--- src/rtl/branch_sequencer_pkg.sv ---
// Shared control definitions for the conditional-branch sequencer: state codes,
// instruction-register field positions and condition-select code names.
package branch_sequencer_pkg;

  typedef enum logic [5:0] {
    S_IDLE = 6'b000001,
    S_T3A  = 6'b000010,
    S_T3B  = 6'b000100,
    S_T4   = 6'b001000,
    S_T5   = 6'b010000,
    S_T6   = 6'b100000
  } state_t;

  localparam int RA_HI = 26;
  localparam int RA_LO = 23;
  localparam int C2_HI = 20;
  localparam int C2_LO = 19;
  localparam int C_HI  = 18;
  localparam int C_LO  = 0;

  typedef enum logic [1:0] {
    EQZ = 2'b00,
    NEZ = 2'b01,
    GEZ = 2'b10,
    LTZ = 2'b11
  } c2_t;

endpackage

--- src/rtl/branch_sequencer.sv ---
// Steps the datapath through Ra read, condition capture and PC update for a
// conditional branch; every control output is a flop decoded from the next state.
module branch_sequencer
  import branch_sequencer_pkg::*;
#(
  parameter int BITS = 32
) (
  input  logic            clk,
  input  logic            clr,
  input  logic            start,
  input  logic            hold,
  input  logic [BITS-1:0] ir,
  input  logic            con_q,
  output logic [1:0]      IR_C2,
  output logic            CON_enable,
  output logic            gra,
  output logic            rout,
  output logic            pc_out,
  output logic            y_in,
  output logic            c_out,
  output logic            alu_add,
  output logic            z_in,
  output logic            zlow_out,
  output logic            pc_in,
  output logic            busy,
  output logic            taken
);

  state_t state_reg;
  state_t state_next;

  // Only the condition-select field is consumed here; the rest of IR feeds the datapath.
  logic ir_unused;
  assign ir_unused = ^ir;

  always_comb begin
    state_next = state_reg;
    if (!hold) begin
      unique case (state_reg)
        S_IDLE:  state_next = start ? S_T3A : S_IDLE;
        S_T3A:   state_next = S_T3B;
        S_T3B:   state_next = S_T4;
        S_T4:    state_next = S_T5;
        S_T5:    state_next = S_T6;
        S_T6:    state_next = S_IDLE;
        default: state_next = S_IDLE;
      endcase
    end
  end

  always_ff @(posedge clk or posedge clr) begin
    if (clr) begin
      state_reg  <= S_IDLE;
      IR_C2      <= 2'b00;
      CON_enable <= 1'b0;
      gra        <= 1'b0;
      rout       <= 1'b0;
      pc_out     <= 1'b0;
      y_in       <= 1'b0;
      c_out      <= 1'b0;
      alu_add    <= 1'b0;
      z_in       <= 1'b0;
      zlow_out   <= 1'b0;
      pc_in      <= 1'b0;
      busy       <= 1'b0;
      taken      <= 1'b0;
    end else if (!hold) begin
      state_reg  <= state_next;
      if (state_reg == S_IDLE && start) begin
        IR_C2 <= ir[C2_HI:C2_LO];
      end
      gra        <= (state_next == S_T3A) || (state_next == S_T3B);
      rout       <= (state_next == S_T3A) || (state_next == S_T3B);
      CON_enable <= (state_next == S_T3B);
      pc_out     <= (state_next == S_T4);
      y_in       <= (state_next == S_T4);
      c_out      <= (state_next == S_T5);
      alu_add    <= (state_next == S_T5);
      z_in       <= (state_next == S_T5);
      zlow_out   <= (state_next == S_T6);
      // The condition FF has been stable since capture, so it is read as T6 is entered.
      pc_in      <= (state_next == S_T6) && con_q;
      busy       <= (state_next != S_IDLE);
      if (state_next == S_T6) begin
        taken <= con_q;
      end
    end
  end

endmodule

--- config.mk ---
export PLATFORM = sky130hd
export DESIGN_NAME = branch_sequencer
export DESIGN_NICKNAME = d
export VERILOG_FILES = /design/src/rtl/branch_sequencer_pkg.sv /design/src/rtl/branch_sequencer.sv
export SDC_FILE = /design/constraint.sdc
export NUM_CORES = 1
export LEC_CHECK = 0
export BUFFER_PORTS_ARGS = -buffer_cell sky130_fd_sc_hd__buf_2
export CORE_MARGIN = 10
export CORE_UTILIZATION = 30
export DETAILED_ROUTE_END_ITERATION = 6
export HOLD_SLACK_MARGIN = 0.1
export SLEW_MARGIN = 20
export SYNTH_ARGS = -nofsm -noshare
export SYNTH_HDL_FRONTEND = slang
export SYNTH_SLANG_ARGS = --single-unit
--- constraint.sdc ---
create_clock -name clk -period 3.25 [get_ports clk]
set_input_delay 0.4875 -clock clk [delete_from_list [all_inputs] [get_ports clk]]
set_output_delay 0.4875 -clock clk [all_outputs]
set_load 0.01 [all_outputs]
==> metrics, run 1 <==
maximum fanout count along the critical path 7; Final Hold Fails 0; internal reg-to-reg setup slack 1.64 ns; minimum clock period 1.61 ns; placeable core region 2250 µm²; post-layout net count 120; aggregate global routing overflow 0; power density over cell area 670 nW/µm²; dominant cells by area after synthesis sky130_fd_sc_hd__dfrtp_1, sky130_fd_sc_hd__nand2_1, sky130_fd_sc_hd__mux2_4, sky130_fd_sc_hd__buf_4, sky130_fd_sc_hd__dfstp_2; startpoint type of the worst setup path flop; biggest area consumer among synthesized cells sky130_fd_sc_hd__dfrtp_1; share of the clock period used by the worst path after layout 0.494; insertion delay of the later-clocked pin in the worst-skew pair 0.28 ns; initial drt markers 10; worst setup slack after placement 1.54 ns; area share of the largest cell type after synthesis 0.519; hold buffer count at CTS 0; Slew Viols, Final 0; slowest stage cell, crit path sky130_fd_sc_hd__dfrtp_1; smallest setup slack after layout 1.64 ns; I/O Pins 51; starting utilization of the core area 0.321; antenna violations before repair 0; leakage power 0.000485 µW; Max-slew headroom 0.589; average size of a mapped cell 11.3 µm²; cts bufs inserted 3; highest clock frequency the design can meet 622 MHz; placed wire-length estimate after detailed placement 1110 µm; post-synthesis instance area 723 µm²; crit path buf inv count 0; main flop type after synthesis sky130_fd_sc_hd__dfrtp_1; Setup TNS Final 0 ns; final routed wire length divided by cell count 13.6 µm; total number of placement rows 17; die outline area 4770 µm²; worst-margin pin slew 0.616 ns; vias 532; WP data arrival 1.77 ns; ranking of synthesized cells by instance count sky130_fd_sc_hd__nand2_1, sky130_fd_sc_hd__dfrtp_1, sky130_fd_sc_hd__buf_4, sky130_fd_sc_hd__mux2_4; number of filler cells placed in the layout 238; Resize count post-CTS 0; Clk Tree Root Cell sky130_fd_sc_hd__clkbuf_4; class of the most critical setup path flop to flop; EDFF count, synth 0; ys async rst share 1.00; global-route wire length before repair 2550 µm; ratio of cells with drive above 1 in the final layout 0.378; class of the worst hold path primary input to asynchronous set/reset pin; Die H 69.1 µm; number of diodes added for antenna fixing 0; Yosys warnings 0; Reg clk slew, reported paths 0.10 ns; Worst Setup End Kind flop; clk sink count 16; via count of the first global-routing pass 567; setup fix buffers added after clock tree synthesis 0; Die Wd 69.1 µm; Synth Register Bits 16; drt drc 0; Area growth, synth to finish 16.1%; wire length reported by the detailed router 1500 µm; antenna-violating nets left 0; outcome finished clean; max FFs per register 6; cell class contributing the biggest share of worst-path delay simple AND/OR/NAND/NOR gates; number of violations of the max-capacitance limit 0; TritonCTS clock tree yes; Cell variety after synth 24; final clock skew 0.0114 ns; GP Congestion 0.740; setup repair after global routing missed its margin false; post-DR vias/cell 4.84; Worst EP required 3.41 ns; H-tree level count 1; Syn Inst Count 64; number of iterations in the first detailed-routing pass 4; most frequent cell after synthesis sky130_fd_sc_hd__nand2_1; setup violators final 0; largest stage delay on the critical path 0.47 ns; ordered list of cells on the worst path nor4_1 -> and3b_1 -> mux2_4; Port Buffer Count 20; total global-route track usage 0.0639; net count after synthesis 101; largest vdd supply drop 0.000268 V; worst-case clock buffer depth 2; pin count of the biggest net entering global routing 17; register area share after synthesis 0.555
-- power by group --
group          internal [µW]  switching [µW]
Combinational           86.7            88.5
Clock                   47.5            59.2
Sequential               246            34.9
-- kinds of logic (layout without fill, tap and decap cells) --
kind of cell    count (synthesis)  count (layout)  share of synthesized area
mux                             3               3                     0.0623
buf+inv                         8              26                     0.0727
flops                          16              16                      0.555
xor+xnor                        1               1                     0.0121
simple gates                   29              29                      0.216
compound gates                  7               7                     0.0813
-- metal layers --
layer	up-vias	track usage	routed length, µm
met5	-	0	0
met4	0	0.0532	34
met3	2	0.0185	103
met2	21	0.0978	690
met1	254	0.0712	671
li1	255	-	-
-- placed cells by master, fill, tap and decap left out, types with 2 or more instances in the layout --
cell	Yosys	layout
sky130_fd_sc_hd__buf_2	0	20
sky130_fd_sc_hd__nand2_1	18	18
sky130_fd_sc_hd__dfrtp_1	15	15
sky130_fd_sc_hd__mux2_4	3	3
sky130_fd_sc_hd__clkbuf_4	0	3
sky130_fd_sc_hd__and3b_1	2	2
sky130_fd_sc_hd__inv_1	2	2
sky130_fd_sc_hd__nor2_1	2	2
sky130_fd_sc_hd__nand4b_1	2	2
-- worst paths after layout --
path                                   start         end  cells past startpoint
worst max-delay path            state_reg[3]    IR_C2[1]                      3
worst min-delay path                     clr  CON_enable                      2
worst max register to register  state_reg[3]    IR_C2[1]                      3
worst min register to register    CON_enable  CON_enable                      2
max in group asynchronous                clr    IR_C2[0]                      2
min in group clk                      ir[19]    IR_C2[0]                      2
-- cell type report --
class	count	area [µm²]	area share
tap	28	35.0	0.0417
clock buffer	4	26.3	0.0313
timing repair buffer	20	100	0.119
multi-input combinational	40	269	0.320
sequential	16	402	0.478
inverter	2	7.51	0.00894
-- through the flow --
step                       util  hold WS [ns]  area (µm²)  power (µW)  instances
after floorplan               -         0.401         723         410         64
after global placement    0.361         0.463         813         454        106
after detailed placement  0.361         0.466         813         460        106
after CTS                 0.372         0.278         840         568        110
after global routing      0.372         0.312         840         601        110
final                     0.372         0.261         840         562        110
No activity file was read; power rests on OpenSTA's default activity.
==> run 2, diff against run 1 <==
--- a/config.mk
+++ b/config.mk
@@ -5,6 +5,7 @@
 export SDC_FILE = /design/constraint.sdc
 export NUM_CORES = 1
 export LEC_CHECK = 0
+export ABC_AREA = 1
 export BUFFER_PORTS_ARGS = -buffer_cell sky130_fd_sc_hd__buf_2
 export CORE_MARGIN = 10
 export CORE_UTILIZATION = 30
==> constraint.sdc (replaced) <==
create_clock -name clk -period 1.6 [get_ports clk]
set_input_delay 0.24 -clock clk [delete_from_list [all_inputs] [get_ports clk]]
set_output_delay 0.24 -clock clk [all_outputs]
set_load 0.01 [all_outputs]
==> metrics, run 2 <==
Max-slew headroom 0.594 (+0.00457); area share of the largest cell type after synthesis 0.489 (-0.0304); placed wire-length estimate after detailed placement 1270 µm (+14%); initial drt markers 20 (+10); antenna-violating nets left 0 (unchanged); power share of the clock group 0.224 (+0.034); ratio of cells with drive above 1 in the final layout 0.355 (-0.0235); Slew Viols, Final 0 (unchanged); post-synthesis instance area 768 µm² (+6.2%); via count of the first global-routing pass 651 (+15%); post-DR vias/cell 4.35 (-10%); global-route wire length before repair 2780 µm (+8.9%); starting utilization of the core area 0.313 (-0.00781); most common cell after layout, fill and taps aside sky130_fd_sc_hd__nand2_1; wire length reported by the detailed router 1620 µm (+8.3%); setup repair after global routing missed its margin false; antenna violations before repair 0 (unchanged); aggregate global routing overflow 0 (unchanged); Final Util 0.377 (+0.00429); ordered list of cells on the worst path nor2_2 -> nand3_1 -> nand2_1 -> nor2_1 -> nand2_2 -> nand2_1 -> nor2_1 -> nor2_1 -> nor2_2; minimum clock period 1.43 ns (-0.175 ns); net count after synthesis 126 (+25%); Clk Tree Root Cell sky130_fd_sc_hd__clkbuf_4; Worst Setup End Kind flop; reg-to-reg endpoint rout; Setup TNS Final 0 ns (unchanged); Cell variety after synth 18 (-25%); Final Cell Area 925 µm² (+10%); Worst Hold Depth 2; startpoint type of the worst setup path flop; number of filler cells placed in the layout 252 (+5.9%); GP Congestion 0.738 (-0.24%); cts bufs inserted 3 (unchanged); total number of placement rows 18 (+1); Resize count post-CTS 0 (unchanged); EDFF count, synth 0 (unchanged); slowest stage cell, crit path sky130_fd_sc_hd__dfstp_2; setup fix buffers added after clock tree synthesis 0 (unchanged); switching power of the nets 379 µW (+110%); clk sink count 16 (unchanged); pin count of the biggest net entering global routing 17 (unchanged); number of violations of the max-capacitance limit 0 (unchanged); hold path endpoint IR_C2[1]; maximum fanout count along the critical path 5 (-2); vias 609 (+14%); worst-margin pin slew 0.609 ns (-0.00685 ns); Port Buffer Count 20 (unchanged); most frequent cells in the layout sky130_fd_sc_hd__nand2_1, sky130_fd_sc_hd__buf_2, sky130_fd_sc_hd__dfrtp_1, sky130_fd_sc_hd__nor2_1, sky130_fd_sc_hd__inv_1; total global-route track usage 0.0663 (+0.00230); register area share after synthesis 0.523 (-0.0326); Die H 70.6 µm (+2.2%); power density over cell area 1250 nW/µm² (+86%); Reg clk slew, reported paths 0.09 ns (about the same); most frequent cell after synthesis sky130_fd_sc_hd__nand2_1; number of diodes added for antenna fixing 0 (unchanged); combinational group share of total power 0.297 (-0.014); I/O Pins 51 (unchanged); average size of a mapped cell 8.63 µm² (-24%); Final Hold Fails 0 (unchanged); CP most frequent cell sky130_fd_sc_hd__nor2_1; placeable core region 2450 µm² (+8.9%); drt drc 0 (unchanged); Die Wd 70.6 µm (+2.2%); max FFs per register 6 (unchanged); Synth Register Bits 16 (unchanged); switching share of total power 0.329 (+0.00466); ranking of synthesized cells by instance count sky130_fd_sc_hd__nand2_1, sky130_fd_sc_hd__dfrtp_1, sky130_fd_sc_hd__nor2_1, sky130_fd_sc_hd__inv_1, sky130_fd_sc_hd__nand3_1; TritonCTS clock tree yes; main flop type after synthesis sky130_fd_sc_hd__dfrtp_1; Final Hold Slack 0.190 ns (-0.0703 ns); Worst EP required 1.78 ns (-1.63 ns); Area growth, synth to finish 20.4%; internal reg-to-reg setup slack 0.17 ns (-1.48 ns); final routed wire length divided by cell count 11.6 µm (-15%); dominant cells by area after synthesis sky130_fd_sc_hd__dfrtp_1, sky130_fd_sc_hd__nand2_1, sky130_fd_sc_hd__nor2_1, sky130_fd_sc_hd__nand3_1, sky130_fd_sc_hd__buf_4; ys async rst share 1.00 (unchanged); startpoint of the lowest-slack hold path ir[20]; crit path buf inv count 0 (unchanged); setup violators final 0 (unchanged); insertion delay of the later-clocked pin in the worst-skew pair 0.28 ns (about the same); final clock skew 0.00297 ns (-0.00846 ns); WP data arrival 1.61 ns (-0.16 ns); internal power contribution 772 µW (+100%); post-layout net count 148 (+23%); H-tree level count 1 (unchanged); cell class contributing the biggest share of worst-path delay simple AND/OR/NAND/NOR gates; largest vdd supply drop 0.000643 V (+140%); highest clock frequency the design can meet 698 MHz (+12%); worst-case clock buffer depth 2 (unchanged); leakage power 0.000536 µW (+11%); cell count of the worst reg-to-reg path 9 (+6); share of the clock period used by the worst path after layout 0.895 (+0.401); Syn Inst Count 89 (+39%); number of iterations in the first detailed-routing pass 4 (unchanged); reg-to-reg critical path startpoint state_reg[0]; Reg power frac 0.479 (-0.020); class of the worst hold path primary input to flop; biggest area consumer among synthesized cells sky130_fd_sc_hd__dfrtp_1; class of the most critical setup path flop to flop; largest stage delay on the critical path 0.58 ns (+0.11 ns); die outline area 4990 µm² (+4.4%); post-placement cell area 878 µm² (+8.0%); Yosys warnings 0 (unchanged); outcome finished clean
-- run 2: changes by cell type after synthesis, sizes merged, moves of 2 or more --
cell	change
and3b	-2
nand4	+3
nand2	+9
inv	+7
nor4b	-2
nor2	+15
nand4b	-2
nand3	+6
-- run 2: worst register-to-register path, delay by kind of cell, from the launching register on --
kind / cells / cell delay, ns
and+or+nand+nor: 9 / 0.76
DFF: 1 / 0.58
-- run 2: metal layers --
layer  vias to the layer above  GRT usage  part of all wire
met5                         -          0                 0
met4                         0     0.0258             0.010
met3                         2     0.0391              0.11
met2                        16      0.103              0.42
met1                       273     0.0729              0.46
li1                        318          -                 -
-- run 2: worst max-delay path by stage --
stage	startpoint	end	slack, ns	cells past startpoint
global placement	state_reg[0]	rout	0.19	9
detailed placement	state_reg[0]	rout	0.18	9
global route	state_reg[0]	rout	0.02	9
finish	state_reg[0]	rout	0.17	9
floorplan	state_reg[0]	rout	0.31	9
CTS	state_reg[0]	rout	0.17	9
-- run 2: per-stage QoR --
stage / instances / power [µW] / setup WS (ns)
final: 140 / 1150 / 0.168
after global routing: 140 / 1250 / 0.0152
after CTS: 140 / 1170 / 0.168
after detailed placement: 135 / 907 / 0.185
after global placement: 135 / 900 / 0.186
after floorplan: 89 / 796 / 0.311
-- run 2: logic make-up after synthesis --
logic type / Yosys count / synth area share
buf+inv: 14 / 0.0896
mux: 2 / 0.0293
compound gates: 3 / 0.0277
flops: 16 / 0.523
simple gates: 54 / 0.331
-- run 2: power groups by stage --
stage	registers (µW)	clock network [µW]	logic, µW
after floorplan	583	0	213
after global placement	556	0	344
after detailed placement	560	0	347
after CTS	552	271	350
after global routing	564	291	393
final	551	258	342
-- run 2: cell type report --
type / instances / area [µm²] / share of cell area
repair buffers: 22 / 118 / 0.127
flip-flops and latches: 16 / 402 / 0.434
inverters: 9 / 33.8 / 0.0365
multi-input cells: 59 / 298 / 0.322
clock buffers: 4 / 36.3 / 0.0392
well taps: 30 / 37.5 / 0.0406
-- run 2: repair_timing --
| item | in CTS | in global routing |
|---|---|---|
| endpoints found under the hold margin | 15 | 0 |
| hold buffers | 1 | 0 |
| setup endpoints to repair | 0 | 0 |
==> run 3, diff against run 2 <==
==> constraint.sdc (replaced) <==
create_clock -name clk -period 1.5 [get_ports clk]
set_input_delay 0.225 -clock clk [delete_from_list [all_inputs] [get_ports clk]]
set_output_delay 0.225 -clock clk [all_outputs]
set_load 0.01 [all_outputs]
==> metrics, run 3 (synthesis gave the netlist of run 2 again) <==
wire length reported by the detailed router 1640 µm (+0.80%); antenna violations before repair 0 (unchanged); power density over cell area 1330 nW/µm² (+6.8%); Clk Tree Root Cell sky130_fd_sc_hd__clkbuf_4; cell class contributing the biggest share of worst-path delay simple AND/OR/NAND/NOR gates; WP data arrival 1.62 ns (about the same); number of iterations in the first detailed-routing pass 4 (unchanged); Final Util 0.383 (+0.00612); number of filler cells placed in the layout 245 (-2.8%); I/O Pins 51 (unchanged); Max-slew headroom 0.595 (+0.00175); reg-to-reg critical path startpoint state_reg[0]; total power 1250 µW (+8.6%); maximum fanout count along the critical path 4 (-1); multi-input combinational cell area 313 µm² (+5.0%); TritonCTS clock tree yes; starting utilization of the core area 0.313 (unchanged); setup repair after global routing missed its margin true; worst-case clock buffer depth 2 (unchanged); internal reg-to-reg setup slack 0.1 ns (-0.07 ns); startpoint type of the worst setup path flop; number of violations of the max-capacitance limit 0 (unchanged); die outline area 4990 µm² (unchanged); hold path endpoint IR_C2[1]; Worst Hold Depth 2 (unchanged); global-route wire length before repair 2780 µm (unchanged); outcome finished clean; most frequent cells in the layout sky130_fd_sc_hd__nand2_1, sky130_fd_sc_hd__buf_2, sky130_fd_sc_hd__dfrtp_1, sky130_fd_sc_hd__nor2_1, sky130_fd_sc_hd__inv_1; number of diodes added for antenna fixing 0 (unchanged); leakage power 0.000537 µW (+0.26%); insertion delay of the later-clocked pin in the worst-skew pair 0.28 ns (about the same); Slew Viols, Final 0 (unchanged); ratio of cells with drive above 1 in the final layout 0.400 (+0.0455); via count of the first global-routing pass 651 (unchanged); vias 613 (+0.66%); placed wire-length estimate after detailed placement 1270 µm (unchanged); startpoint of the lowest-slack hold path ir[20]; register cell area after layout 402 µm² (unchanged); minimum clock period 1.40 ns (-0.0311 ns); ordered list of cells on the worst path inv_2 -> nor2_2 -> nand3_1 -> nor2_2 -> nand2_2 -> nand2_2 -> nand3_2 -> nor2_1 -> nor2_1 -> nor2_2; total number of placement rows 18 (unchanged); H-tree level count 1 (unchanged); largest vdd supply drop 0.000690 V (+7.3%); Die Wd 70.6 µm (unchanged); highest clock frequency the design can meet 714 MHz (+2.2%); worst-margin pin slew 0.606 ns (-0.00262 ns); setup fix buffers added after clock tree synthesis 0 (unchanged); drt drc 0 (unchanged); Setup crit start state_reg[0]; pin count of the biggest net entering global routing 17 (unchanged); Final Hold Fails 0 (unchanged); slowest stage cell, crit path sky130_fd_sc_hd__dfstp_2; Setup TNS Final 0 ns (unchanged); antenna-violating nets left 0 (unchanged); post-DR vias/cell 4.38 (+0.66%); Port Buffer Count 20 (unchanged); final routed wire length divided by cell count 11.7 µm (+0.80%); aggregate global routing overflow 0 (unchanged); total global-route track usage 0.0663 (unchanged); GP Congestion 0.738 (unchanged); post-layout net count 148 (unchanged); max FFs per register 6 (unchanged); reg-to-reg endpoint rout; class of the worst hold path primary input to flop; setup violators final 0 (unchanged); CP most frequent cell sky130_fd_sc_hd__nor2_2; crit path buf inv count 1 (+1); Worst Setup End Kind flop; most common cell after layout, fill and taps aside sky130_fd_sc_hd__nand2_1; cell count of the worst reg-to-reg path 10 (+1); class of the most critical setup path flop to flop; final clock skew 0.00193 ns (-0.00105 ns); share of the clock period used by the worst path after layout 0.934 (+0.0389); Reg clk slew, reported paths 0.09 ns (about the same); Area growth, synth to finish 22.3%; Die H 70.6 µm (unchanged); Worst EP required 1.72 ns (-0.06 ns); initial drt markers 18 (-10%); clk sink count 16 (unchanged); cts bufs inserted 3 (unchanged); placeable core region 2450 µm² (unchanged); largest stage delay on the critical path 0.59 ns (about the same)
[run 3: changes by cell type in the layout (fill, tap and decap cells not counted)]
| cell | change |
|---|---|
| sky130_fd_sc_hd__nand3_1 | -2 |
| sky130_fd_sc_hd__nand3_2 | +2 |
| sky130_fd_sc_hd__nor2_1 | -2 |
| sky130_fd_sc_hd__nor2_2 | +2 |
| sky130_fd_sc_hd__inv_1 | -1 |
| sky130_fd_sc_hd__inv_2 | +1 |
[run 3: what timing repair did]
action / in CTS / in global routing
hold buffers: 1 / 0
gates resized for setup: 0 / 5
hold endpoints to repair: 15 / 0
setup endpoints to repair: 0 / 1
[run 3: how the worst max path moves through the flow]
stage	cells after the start	slack, ns	to
3_5_place_dp	9	0.08	rout
5_1_grt	10	-0.003	rout
6_report	10	0.1	rout
2_1_floorplan	9	0.21	rout
4_1_cts	9	0.07	rout
3_3_place_gp	9	0.09	rout
[run 3: metrics by stage]
step	std cells	hold WS [ns]	instance area, µm²	setup WS [ns]
after floorplan	89	0.138	768	0.211
after global placement	135	0.318	878	0.0862
after detailed placement	135	0.327	878	0.0846
after CTS	140	0.166	925	0.0678
after global routing	140	0.167	940	-0.00326
final	140	0.174	940	0.0993
[run 3: routing by layer]
layer | GRT usage | share of wire | vias to the layer above | routed length, µm
met5 | 0 | 0 | - | 0
li1 | - | - | 317 | -
met4 | 0.0258 | 0.010 | 0 | 17
met2 | 0.103 | 0.44 | 19 | 713
met3 | 0.0391 | 0.11 | 2 | 179
met1 | 0.0729 | 0.44 | 275 | 727
[run 3: area by class of cell]
cell class | instances | share of cell area
clock buffers | 4 | 0.0386
well taps | 30 | 0.0399
inverters | 9 | 0.0360
repair buffers | 22 | 0.125
multi-input cells | 59 | 0.333
flip-flops and latches | 16 | 0.427
[run 3: where the power goes]
part | leakage, µW | internal, µW | switching, µW | total [µW]
sequential | 0.000210 | 524 | 67.3 | 592
combinational | 0.000306 | 160 | 222 | 382
clock | 0.0000210 | 147 | 129 | 277
